File: src/rtl/hazard_scoreboard.sv
// Hazard scoreboard for a five-stage in-order pipeline.
// Tracks destination tags in EX, MEM and WB. Selects the forwarding source for
// each decode operand. Stalls decode on a load-use hazard or while the load in
// MEM waits for its data.
//
// state    | meaning
// ---------+---------------------------------------------------------------
// RUN      | last cycle advanced normally
// LOADUSE  | last cycle inserted one bubble behind a load in EX
// MEMWAIT  | last cycle froze EX/MEM while the MEM load waited for data
module hazard_scoreboard #(
    parameter     NAME  = "HSB",
    parameter int CNT_W = 16
) (
    input  logic             CLK,
    input  logic             RESET,
    input  logic             IssueValid,
    input  logic [4:0]       IssueRs,
    input  logic [4:0]       IssueRt,
    input  logic             UsesRs,
    input  logic             UsesRt,
    input  logic [4:0]       IssueDest,
    input  logic             IssueWrites,
    input  logic             IssueIsLoad,
    input  logic             MemReady,
    output logic             Stall,
    output logic [1:0]       FwdSel1,
    output logic [1:0]       FwdSel2,
    output logic             WbValid,
    output logic [4:0]       WbDest,
    output logic [1:0]       State,
    output logic [CNT_W-1:0] StallCycles
);

    typedef struct packed {
        logic       valid;
        logic [4:0] dest;
        logic       writes;
        logic       load;
    } tag_t;

    typedef enum logic [1:0] {
        ST_RUN     = 2'd0,
        ST_LOADUSE = 2'd1,
        ST_MEMWAIT = 2'd2
    } state_e;

    localparam logic [1:0] FWD_RF  = 2'd0;
    localparam logic [1:0] FWD_EX  = 2'd1;
    localparam logic [1:0] FWD_MEM = 2'd2;

    tag_t             ex_q, ex_d;
    tag_t             mem_q, mem_d;
    logic             wb_valid_q, wb_valid_d;
    logic [4:0]       wb_dest_q, wb_dest_d;
    state_e           state_q, state_d;
    logic [CNT_W-1:0] cnt_q, cnt_d;

    logic ex_rs, ex_rt, mem_rs, mem_rt;
    logic load_use, mem_stall, stall;
    tag_t issue_tag;

    // A stage feeds a source only if it really writes that non-zero register
    // and the decoding instruction really reads it.
    function automatic logic src_match(input tag_t t, input logic [4:0] r, input logic uses);
        return t.valid & t.writes & (t.dest == r) & (r != 5'd0) & uses;
    endfunction

    // A load in EX has no data yet, so an EX match only forwards for non-loads;
    // a load in MEM forwards whenever it is not stalling the pipe.
    function automatic logic [1:0] fwd_pick(input logic ex_m, input logic ex_load, input logic mem_m);
        if (ex_m && !ex_load) begin
            return FWD_EX;
        end else if (mem_m) begin
            return FWD_MEM;
        end
        return FWD_RF;
    endfunction

    // Hazard detection and forwarding selection, zero-latency from the inputs.
    always_comb begin
        ex_rs     = src_match(ex_q,  IssueRs, UsesRs);
        ex_rt     = src_match(ex_q,  IssueRt, UsesRt);
        mem_rs    = src_match(mem_q, IssueRs, UsesRs);
        mem_rt    = src_match(mem_q, IssueRt, UsesRt);
        load_use  = IssueValid & (ex_rs | ex_rt) & ex_q.load;
        mem_stall = mem_q.valid & mem_q.load & ~MemReady;
        stall     = load_use | mem_stall;
        FwdSel1   = fwd_pick(ex_rs, ex_q.load, mem_rs);
        FwdSel2   = fwd_pick(ex_rt, ex_q.load, mem_rt);
    end

    // Pipeline tag movement and state selection; a memory wait outranks load-use.
    always_comb begin
        issue_tag = '0;
        if (IssueValid) begin
            issue_tag = '{valid: 1'b1, dest: IssueDest, writes: IssueWrites, load: IssueIsLoad};
        end
        ex_d       = issue_tag;
        mem_d      = ex_q;
        wb_valid_d = mem_q.valid;
        wb_dest_d  = mem_q.dest;
        state_d    = ST_RUN;
        if (mem_stall) begin
            ex_d       = ex_q;
            mem_d      = mem_q;
            wb_valid_d = 1'b0;
            wb_dest_d  = 5'd0;
            state_d    = ST_MEMWAIT;
        end else if (load_use) begin
            ex_d    = '0;
            state_d = ST_LOADUSE;
        end
    end

    // Stall-cycle counter holds at all-ones instead of wrapping.
    always_comb begin
        cnt_d = cnt_q;
        if (stall && (cnt_q != {CNT_W{1'b1}})) begin
            cnt_d = cnt_q + 1'b1;
        end
    end

    // State registers; reset discards every in-flight tag.
    always_ff @(posedge CLK or negedge RESET) begin
        if (!RESET) begin
            ex_q       <= '0;
            mem_q      <= '0;
            wb_valid_q <= 1'b0;
            wb_dest_q  <= 5'd0;
            state_q    <= ST_RUN;
            cnt_q      <= '0;
        end else begin
            ex_q       <= ex_d;
            mem_q      <= mem_d;
            wb_valid_q <= wb_valid_d;
            wb_dest_q  <= wb_dest_d;
            state_q    <= state_d;
            cnt_q      <= cnt_d;
        end
    end

    // Simulation sanity check: encoding 3 is reserved on the forwarding selects.
    always_ff @(posedge CLK) begin
        if (RESET) begin
            assert ((FwdSel1 != 2'd3) && (FwdSel2 != 2'd3))
                else $error("%s: reserved forwarding select driven", NAME);
        end
    end

    assign Stall       = stall;
    assign WbValid     = wb_valid_q;
    assign WbDest      = wb_dest_q;
    assign State       = state_q;
    assign StallCycles = cnt_q;

endmodule

File: config.mk
export PLATFORM = sky130hd
export DESIGN_NAME = hazard_scoreboard
export DESIGN_NICKNAME = d
export VERILOG_FILES = /design/src/rtl/hazard_scoreboard.sv
export SDC_FILE = /design/constraint.sdc
export NUM_CORES = 1
export LEC_CHECK = 0
export CAP_MARGIN = 25
export CORE_UTILIZATION = 48
export DETAILED_ROUTE_END_ITERATION = 7
export PLACE_DENSITY = 0.79
export SLEW_MARGIN = 5
export SYNTH_ARGS = -nofsm -noshare
export SYNTH_HDL_FRONTEND = slang
export SYNTH_SLANG_ARGS = --single-unit
File: constraint.sdc
create_clock -name CLK -period 2.3 [get_ports CLK]
set_clock_uncertainty 0.2 [all_clocks]
set_input_delay 0.23 -clock CLK [delete_from_list [all_inputs] [get_ports CLK]]
set_output_delay 0.23 -clock CLK [all_outputs]
set_load 0.1 [all_outputs]
* Word level (Yosys, flattened, before mapping)
Index checks and enable logic that the tools add are counted.
** Storage, ports and cells
- Bits in registers :: 40
- Output and inout port bits :: 29
- Input bits :: 23
** Cells by class
- Bitwise operators :: 21
- $add $sub $neg :: 1
- Mux-type cells :: 16
- Equal/unequal tests :: 5
- Reduce and logical (&&, ||, !) cells :: 6
** Operators with widths (count)
- $eq A5 B5 Y1 :: 4
- $and A1 B1 Y1 :: 18
- $add A16 B1 Y16 const B :: 1
- $mux W8 :: 2
- $ne A16 B16 Y1 const B :: 1
- $mux W2 :: 7
- $reduce_bool A5 Y1 :: 2
- $mux W1 :: 6
- $mux W5 :: 1
- $logic_and A1 B1 Y1 :: 3
- $or A1 B1 Y1 :: 2
- $logic_not A1 Y1 :: 1
- $not A1 Y1 :: 1

* Longest topological paths before layout
Gate-level depths: netlist of the first run.
- Word-level depth :: 9
- Mapped depth :: 8
- Mapped depth without buffers :: 7

* Worst setup path after synthesis of the first run
No wires, ideal clock.
- Path kind :: input port to output port
- From :: in IssueRt[1]
- To :: out FwdSel2[1]
- Data required time :: 1.870 ns
- Slack :: -1.767 ns
- Arrival :: 3.637 ns
- Stages on the path :: 5
- Cells stage by stage :: or4_1 > o21ai_1 > or3_4 > nor2_1 > nor3_1
** On the way
- Word-level cells in the longest chain between the ends :: 7
** RTL lines
- start, declared :: RTL line 19 : input logic [4:0] IssueRt,
- $eq A5 B5 Y1 :: RTL line 66 : return t.valid & t.writes & (t.dest == r) & (r != 5'd0) & uses;
- $and A1 B1 Y1 (3 in series) :: RTL line 66
- $mux W1 or $logic_and A1 B1 Y1 (tied branches) :: RTL line 74, 72
- $mux W1 or $mux W2 (tied branches) :: RTL line 72 : if (ex_m && !ex_load) begin
- $mux W2 (*) :: RTL line 77 : return FWD_RF;
- end, declared :: RTL line 28 : output logic [1:0] FwdSel2,
Mark *: on every way between the ends. The rest lies on a longest branch, timed or not.

* Worst setup path after layout of the first run
- From :: reg ex_q[4] in the netlist's numbering
- To :: out FwdSel1[0]
** On the way
- Word-level cells in the longest chain between the ends :: 7
** RTL lines
- start, declared :: RTL line 52 : tag_t ex_q, ex_d;
- start signal, assigned :: RTL line 127 : ex_q <= '0;
- start signal, assigned :: RTL line 134 : ex_q <= ex_d;
- $eq A5 B5 Y1 (*) :: RTL line 66
- $and A1 B1 Y1 (*) (3 in series) :: RTL line 66
- $logic_and A1 B1 Y1 (*) :: RTL line 72
- $mux W2 or $mux W1 (tied branches) :: RTL line 72
- $mux W2 (*) :: RTL line 77
- end, declared :: RTL line 27 : output logic [1:0] FwdSel1,
Marked as above.

==> results, run 1 <==
- The run finished, with violations left.
- The final reports fail on setup timing.
- The number of antenna violations at the first check in global routing was 0.
- The final hold slack is 0.164 ns.
- After the first detailed-routing iteration, the DRC count stood at 116.
- The H-tree level count is 2.
- The average footprint of a synthesized cell is 10.8 sq um.
- The number of diodes added for antenna fixing is 0.
- Pin placement for this block handled 52 I/O pins.
- The synthesized netlist contains 36 unique library cells.
- The global-route congestion overflow total is 0.
- The launching element type of the critical path is a flop.
- The initial core utilization is 0.516.
- The flip-flop and latch count after synthesis is 40.
- For flop-to-flop paths, the worst setup slack is -0.16 ns.
- The first-pass iteration count of the detailed router is 4.
- The via count of the first global-routing pass is 1720.
- In this run the worst path has a maximum fanout of 3.
- Yosys printed 0 warnings.
- Measured against its own limit, the worst slew margin works out to 0.733.
- The net count of the finished layout is 295.
- Prior to clock tree synthesis, the placed netlist has a worst setup slack of -0.343 ns.
- The vias per cell is 5.40.
- Buffers inserted during clock tree synthesis total 5.
- The clock sink count is 40.
- The share of post-route cells with drive strength above 1 is 0.504.
- The final period demand of the worst path is 2.51 ns.
- Summing all non-filler instances in the final layout gives an area of 0.00313 sq mm.
- The number of instances in the synthesized netlist is 181.
- The tool flagged a number of max-cap violations equal to 0.
- The worst setup path category is reg -> out.
- IR analysis of the VDD net gives a maximum drop of 0.000499 V.
- Once placement finished, the instance area stood at 0.00278 sq mm.
- The total vias in the final route is 1727.
- In the routed design, unresolved DRC markers number 0.
- The area of the multi-input gates is 0.00114 sq mm.
- Measured on the finished design, the core utilization comes to 0.831.
- Setup repair after global routing could not meet its margin everywhere.
- The number of core rows is 22.
- At the later pin of the worst-skew pair, clock insertion delay measures 0.31 ns.
- Buffers placed on the I/O ports in this run total 51.
- After detailed routing, the average wire length per cell comes to 18.2 um.
- In this run the static leakage power is 1.53 nW.
- The setup slack after layout is -0.208 ns.
- At the worst endpoint, the required time is 1.87 ns.
- The die area is 0.00431 sq mm.
- The layout filler cell count is 199.
- The count of pins over their slew limit was 0.
- The top cell types in the final layout, fill and taps aside, are 53 x sky130_fd_sc_hd__buf_4, 30 x sky130_fd_sc_hd__nand2_1, 21 x sky130_fd_sc_hd__dfrtp_1.
- The data arrival time of the worst path is 2.08 ns.
- The root buffer cell chosen for the clock tree is sky130_fd_sc_hd__clkbuf_8.
- In this run the power density over the cells is 666 mW/mm^2.
- Derived from the worst setup path, the maximum achievable clock frequency is 0.399 GHz.
- The placer congestion estimate is 0.987.
- After clock tree synthesis, the clock-pin slew on the worst setup and hold paths is 0.09 ns.
- Summed over all nets, the half-perimeter wirelength after detailed placement is 3.70 mm.
- Relative to the synthesized area, the layout overhead comes to 61.0%.
- Of the available clock period, the critical path in the final layout requires 1.09.
- The clock tree buffer depth is 2.
- Entering global routing, the biggest net connects 25 pins.
- When the netlist entered floorplanning its net count stood at 205.
- In this run the cell area of the synthesized design comes to 0.00195 sq mm.
- From bottom edge to top edge, the die measures 65.7 um.
- In the final layout, flip-flops and latches occupy 0.00104 sq mm.
- TritonCTS built the clock tree.
- For this run, the total global-route usage over all layers was measured as 0.273.
- In this run the standard cell core region covers 0.00377 sq mm.
- The final layout contains routed wiring with a total length of 5.82 mm.
- The die boundary width is 65.7 um.
- The first-pass GRT wire length is 8.61 mm.
- The most common cell after layout, fill and taps aside is sky130_fd_sc_hd__buf_4.
- The final antenna-violating net count is 0.
- The type of destination of the critical path is an output port.
- The non-filler instance count after layout is 320.
- The setup TNS is -2.70 ns.
- The sequential-to-total area share from yosys stat is 0.514.
- The type of the worst min-delay path is in -> async.
- The placed cell count is 298.
- The total of endpoints with negative setup slack in the final report is 21.
- The total power after layout is 2.09 mW.
- The final hold violation count is 0.
- The transition time at the pin with the least slew margin is 0.397 ns.
-- sequential cells by signal (all words and copies together), names as in the netlist --
register,count
State,2
WbValid,1
WbDest,5
ex_q,8
StallCycles,16
mem_q,8
-- worst max-delay path, cell delays in order (launching register included) --
cell	delay, ns
sky130_fd_sc_hd__dfrtp_2	0.45
sky130_fd_sc_hd__xnor2_1	0.22
sky130_fd_sc_hd__nand3_1	0.13
sky130_fd_sc_hd__or3_4	0.44
sky130_fd_sc_hd__buf_6	0.14
sky130_fd_sc_hd__nor2_4	0.12
sky130_fd_sc_hd__buf_6	0.12
sky130_fd_sc_hd__buf_12	0.16
-- power by group --
part	switching, mW	total (mW)	internal [mW]
Combinational	0.500	0.732	0.232
Sequential	0.0955	0.887	0.792
Clock	0.256	0.467	0.211
Total	0.852	2.09	1.24
-- layer usage --
layer | vias to the layer above | share of wire | GRT usage
met1 | 859 | 0.41 | 0.354
met5 | - | 0 | 0
met4 | 0 | 0.027 | 0.0978
met3 | 16 | 0.047 | 0.0469
li1 | 797 | - | -
met2 | 55 | 0.52 | 0.454
-- cell families after synthesis --
kind of cell               after synthesis  share of synthesized area
buffers and inverters                    8                     0.0193
DFF                                     40                      0.514
adders and majority gates                1                    0.00643
AOI/OAI and AO/OA                       14                     0.0623
and+or+nand+nor                         82                      0.230
muxes                                    3                     0.0193
xor gates and xnor gates                33                      0.148
-- layout make-up --
cell class,instances,share of cell area
multi-input cells,133,0.364
flip-flops and latches,40,0.333
repair buffers,87,0.250
clock buffers,5,0.0220
well taps,48,0.0192
clock inverters,3,0.00599
inverters,4,0.00599
-- final timing paths --
path	start	to	cells after the start
min reg2reg	StallCycles[9]	StallCycles[9]	1
max in group asynchronous	RESET	ex_q[5]	3
max	ex_q[4]	FwdSel1[0]	7
min	RESET	StallCycles[2]	2
max reg2reg	ex_q[4]	StallCycles[9]	9
min in group CLK	StallCycles[9]	StallCycles[9]	1
-- synthesized netlist by cell type (all sizes together) --
cell    number  area share
clkinv       1      0.0019
a22o         7       0.031
a21oi        2       0.013
or2          1      0.0032
and2         7       0.023
xnor2       14       0.063
nand2b       2      0.0064
nor2        10       0.021
nand4        6       0.019
clkbuf       3      0.0058
o21ai        3      0.0077
nor4b        1      0.0077
a21o         1      0.0039
nor3         8       0.028
nor4         3      0.0096
mux2         3       0.019
xor2        19       0.085
o22ai        1      0.0064
buf          1      0.0058
nor3b        1      0.0039
nand3        5       0.013
and3         1      0.0032
ha           1      0.0064
dfrtp       40        0.51
or3          3       0.017
nand2       31       0.061
or4          3       0.013
inv          3      0.0058
-- what timing repair did --
action                                 in CTS  in global routing
setup endpoints to repair                  12                 22
gates cloned                                0                  0
endpoints found under the hold margin      16                  0
buffers inserted                            7                  6
hold buffers                                1                  0
pin swaps                                  22                 17
gates resized for setup                    25                 22
No activity file was read; power rests on OpenSTA's default activity.
==> run 2, diff against run 1 <==
CORE_UTILIZATION = 43   (was 48)
PLACE_DENSITY = 0.75   (was 0.79)
clock period = 2.2 ns   (was 2.3 ns; I/O delays follow)
==> run 2 against run 1 <==
The flow still finishes with violations (setup timing). Utilization shrank 11 points. Critical path depth is the same. Worst hold slack gained 0.11 ns. Register-to-register slack gained 0.05 ns. Sequential power grew 4.2%. Critical endpoint is now Stall. Largest power group unchanged. Highest routed layer unchanged.
==> results, run 2 (same netlist as run 1, synthesis figures left out) <==
- The flow ran to the end, but the final reports show violations.
- In the layout the commonest cells are 51 x sky130_fd_sc_hd__buf_4, 28 x sky130_fd_sc_hd__nand2_1, 24 x sky130_fd_sc_hd__dfrtp_1.
- After detailed routing, the average wire length per cell comes to 14.2 um.
- The cell type of the slowest stage on the worst timing path is sky130_fd_sc_hd__or3_4.
- By startpoint and endpoint, the worst setup path is classified as reg -> out.
- The setup slack after layout is -0.162 ns.
- The via count of the first global-routing pass is 1644.
- In the global route stage, overall resource usage came out at 0.210.
- No sink is reached through more buffers than the 2 on the longest clock path.
- The count of nets left with antenna violations once routing finished came out at 0.
- The transition time at the pin with the least slew margin is 0.640 ns.
- The number of antenna diodes in the final layout is 0.
- Hold timing on the final database bottoms out at a slack of 0.278 ns.
- For the worst setup path, the data required time is 1.78 ns.
- In the routed layout, each cell is associated on average with a via count of 4.96.
- The count of maximum capacitance violations is 0.
- The number of core rows is 24.
- The area growth from synthesis to final layout is 61.6%.
- The launching element type of the critical path is a flop.
- The placeable core region is 0.00435 sq mm.
- Dividing the final minimum period by the clock period gives 1.07.
- The global-route congestion overflow total is 0.
- The first-pass iteration count of the detailed router is 4.
- The total vias in the final route is 1601.
- On the worst path, the slowest cell contributes a delay of 0.43 ns.
- The number of antenna violations at the first check in global routing is 0.
- The type of destination of the critical path is an output port.
- Of all nets on the critical path, the largest fanout is 3.
- In this run the horizontal extent of the chip is 69.3 um.
- The latest clock arrival within the worst-skew pair is 0.29 ns.
- The highest achievable clock rate is 0.423 GHz.
- TritonCTS built the clock tree.
- The worst hold path belongs to the class in -> async.
- The critical path goes through xnor2_1, nand4_1, or3_4, a21oi_4, nor2_4, clkinvlp_4, buf_12.
- The flip-flop count of the largest register, all copies and words added is 16.
- Routability-driven placement finished with a final weighted congestion of 0.856.
- The clock-pin transition on the worst setup and hold timing paths is 0.08 ns.
- The count of pins over their slew limit is 0.
- The count of unresolved DRC violations after routing is 0.
- The die area is 0.00480 sq mm.
- The worst supply voltage drop on vdd is 0.000567 V.
- Detailed placement finished with a half-perimeter wire length of 3.34 mm.
- The floorplan step set the die height to 69.3 um.
- For this configuration, the core starts out at a cell density of 0.447.
- The H-tree level count is 2.
- The static leakage power is 1.51 nW.
- Entering global routing, the biggest net connects 29 pins.
- The data arrival time of the worst path is 1.94 ns.
- The final hold violation count is 0.
- Counting every sink on the clock net gives 40.
- Setup repair after global routing could not meet its margin everywhere.
- The share of post-route cells with drive strength above 1 is 0.487.
- The total routed wirelength is 4.59 mm.
- The power density over the cells is 692 mW/mm^2.
- CTS placed an instance of sky130_fd_sc_hd__clkbuf_8 at the clock tree root.
- The number of nets in the finished design is 294.
- The number of top-level pins is 52.
- The most common cell after layout, fill and taps aside is sky130_fd_sc_hd__buf_4.
- The remaining max-slew budget at the tightest pin is 0.573.
- The final period demand of the worst path is 2.36 ns.
- At the placement stage, the worst setup path has a slack of -0.441 ns.
- The slack of the worst reg-to-reg path is -0.11 ns.
- The first-pass GRT wire length is 7.96 mm.
- The DRC marker count from the first detailed-route iteration is 67.
- During placement, the flow inserted port buffers numbering 51.
- The final reports fail on setup timing.
- The clock buffer count from CTS is 5.
- The total of endpoints with negative setup slack in the final report is 16.
run 2: cell count changes in the layout (fill, tap and decap cells not counted), sizes merged:
cell    before  now
clkbuf       5    6
clkinv       4    3
buf         65   64
run 2: cell type report:
| cell class | instances | area [sq um] |
|---|---|---|
| clock buffer | 6 | 82.6 |
| inverter | 4 | 18.8 |
| multi-input combinational | 133 | 1130 |
| sequential | 40 | 1050 |
| tap | 52 | 65.1 |
| timing repair buffer | 86 | 797 |
| clock inverter | 2 | 10.0 |
| fill | 318 | 1210 |
run 2: repair_timing:
item                       CTS  global route
buffers inserted             4             1
setup endpoints to repair   19            21
hold endpoints to repair    26             0
gates resized for setup     28             9
pin swaps                   26            16
hold buffers                 1             0
run 2: power breakdown:
part           internal (mW)  switching, mW
Combinational          0.243          0.514
Sequential             0.827         0.0975
Clock                  0.250          0.244
run 2: path summary, 6_finish.rpt:
path | start | endpoint | cells past startpoint
worst min-delay path | RESET | StallCycles[12] | 2
max in group asynchronous | RESET | ex_q[4] | 3
min in group CLK | StallCycles[15] | StallCycles[15] | 1
worst min register to register | StallCycles[15] | StallCycles[15] | 1
worst max-delay path | ex_q[6] | Stall | 7
worst max register to register | ex_q[6] | StallCycles[15] | 9
run 2: worst max-delay path: cells and delay by family, from the launching register on:
family,cells,cell delay [ns]
compound gates,1,0.23
xor+xnor,1,0.16
buf+inv,2,0.24
flops,1,0.42
simple gates,3,0.62
run 2: routing by layer:
layer	vias up	wire length [um]	part of all wire	GRT usage
li1	789	-	-	-
met1	774	2160	0.47	0.290
met2	32	2240	0.49	0.326
met3	6	126	0.027	0.0480
met4	0	68	0.015	0.0748
met5	-	0	0	0
run 2: per-stage QoR:
stage	instances	area, sq um	power, mW	TNS, ns	utilization
floorplan	181	2110	1.44	-0.611	-
global placement	309	2900	1.67	-7.92	0.665
detailed placement	309	2900	1.68	-9.11	0.665
CTS	322	3100	2.19	-0.841	0.713
global route	323	3150	2.28	-2.89	0.722
finish	323	3150	2.18	-1.10	0.722
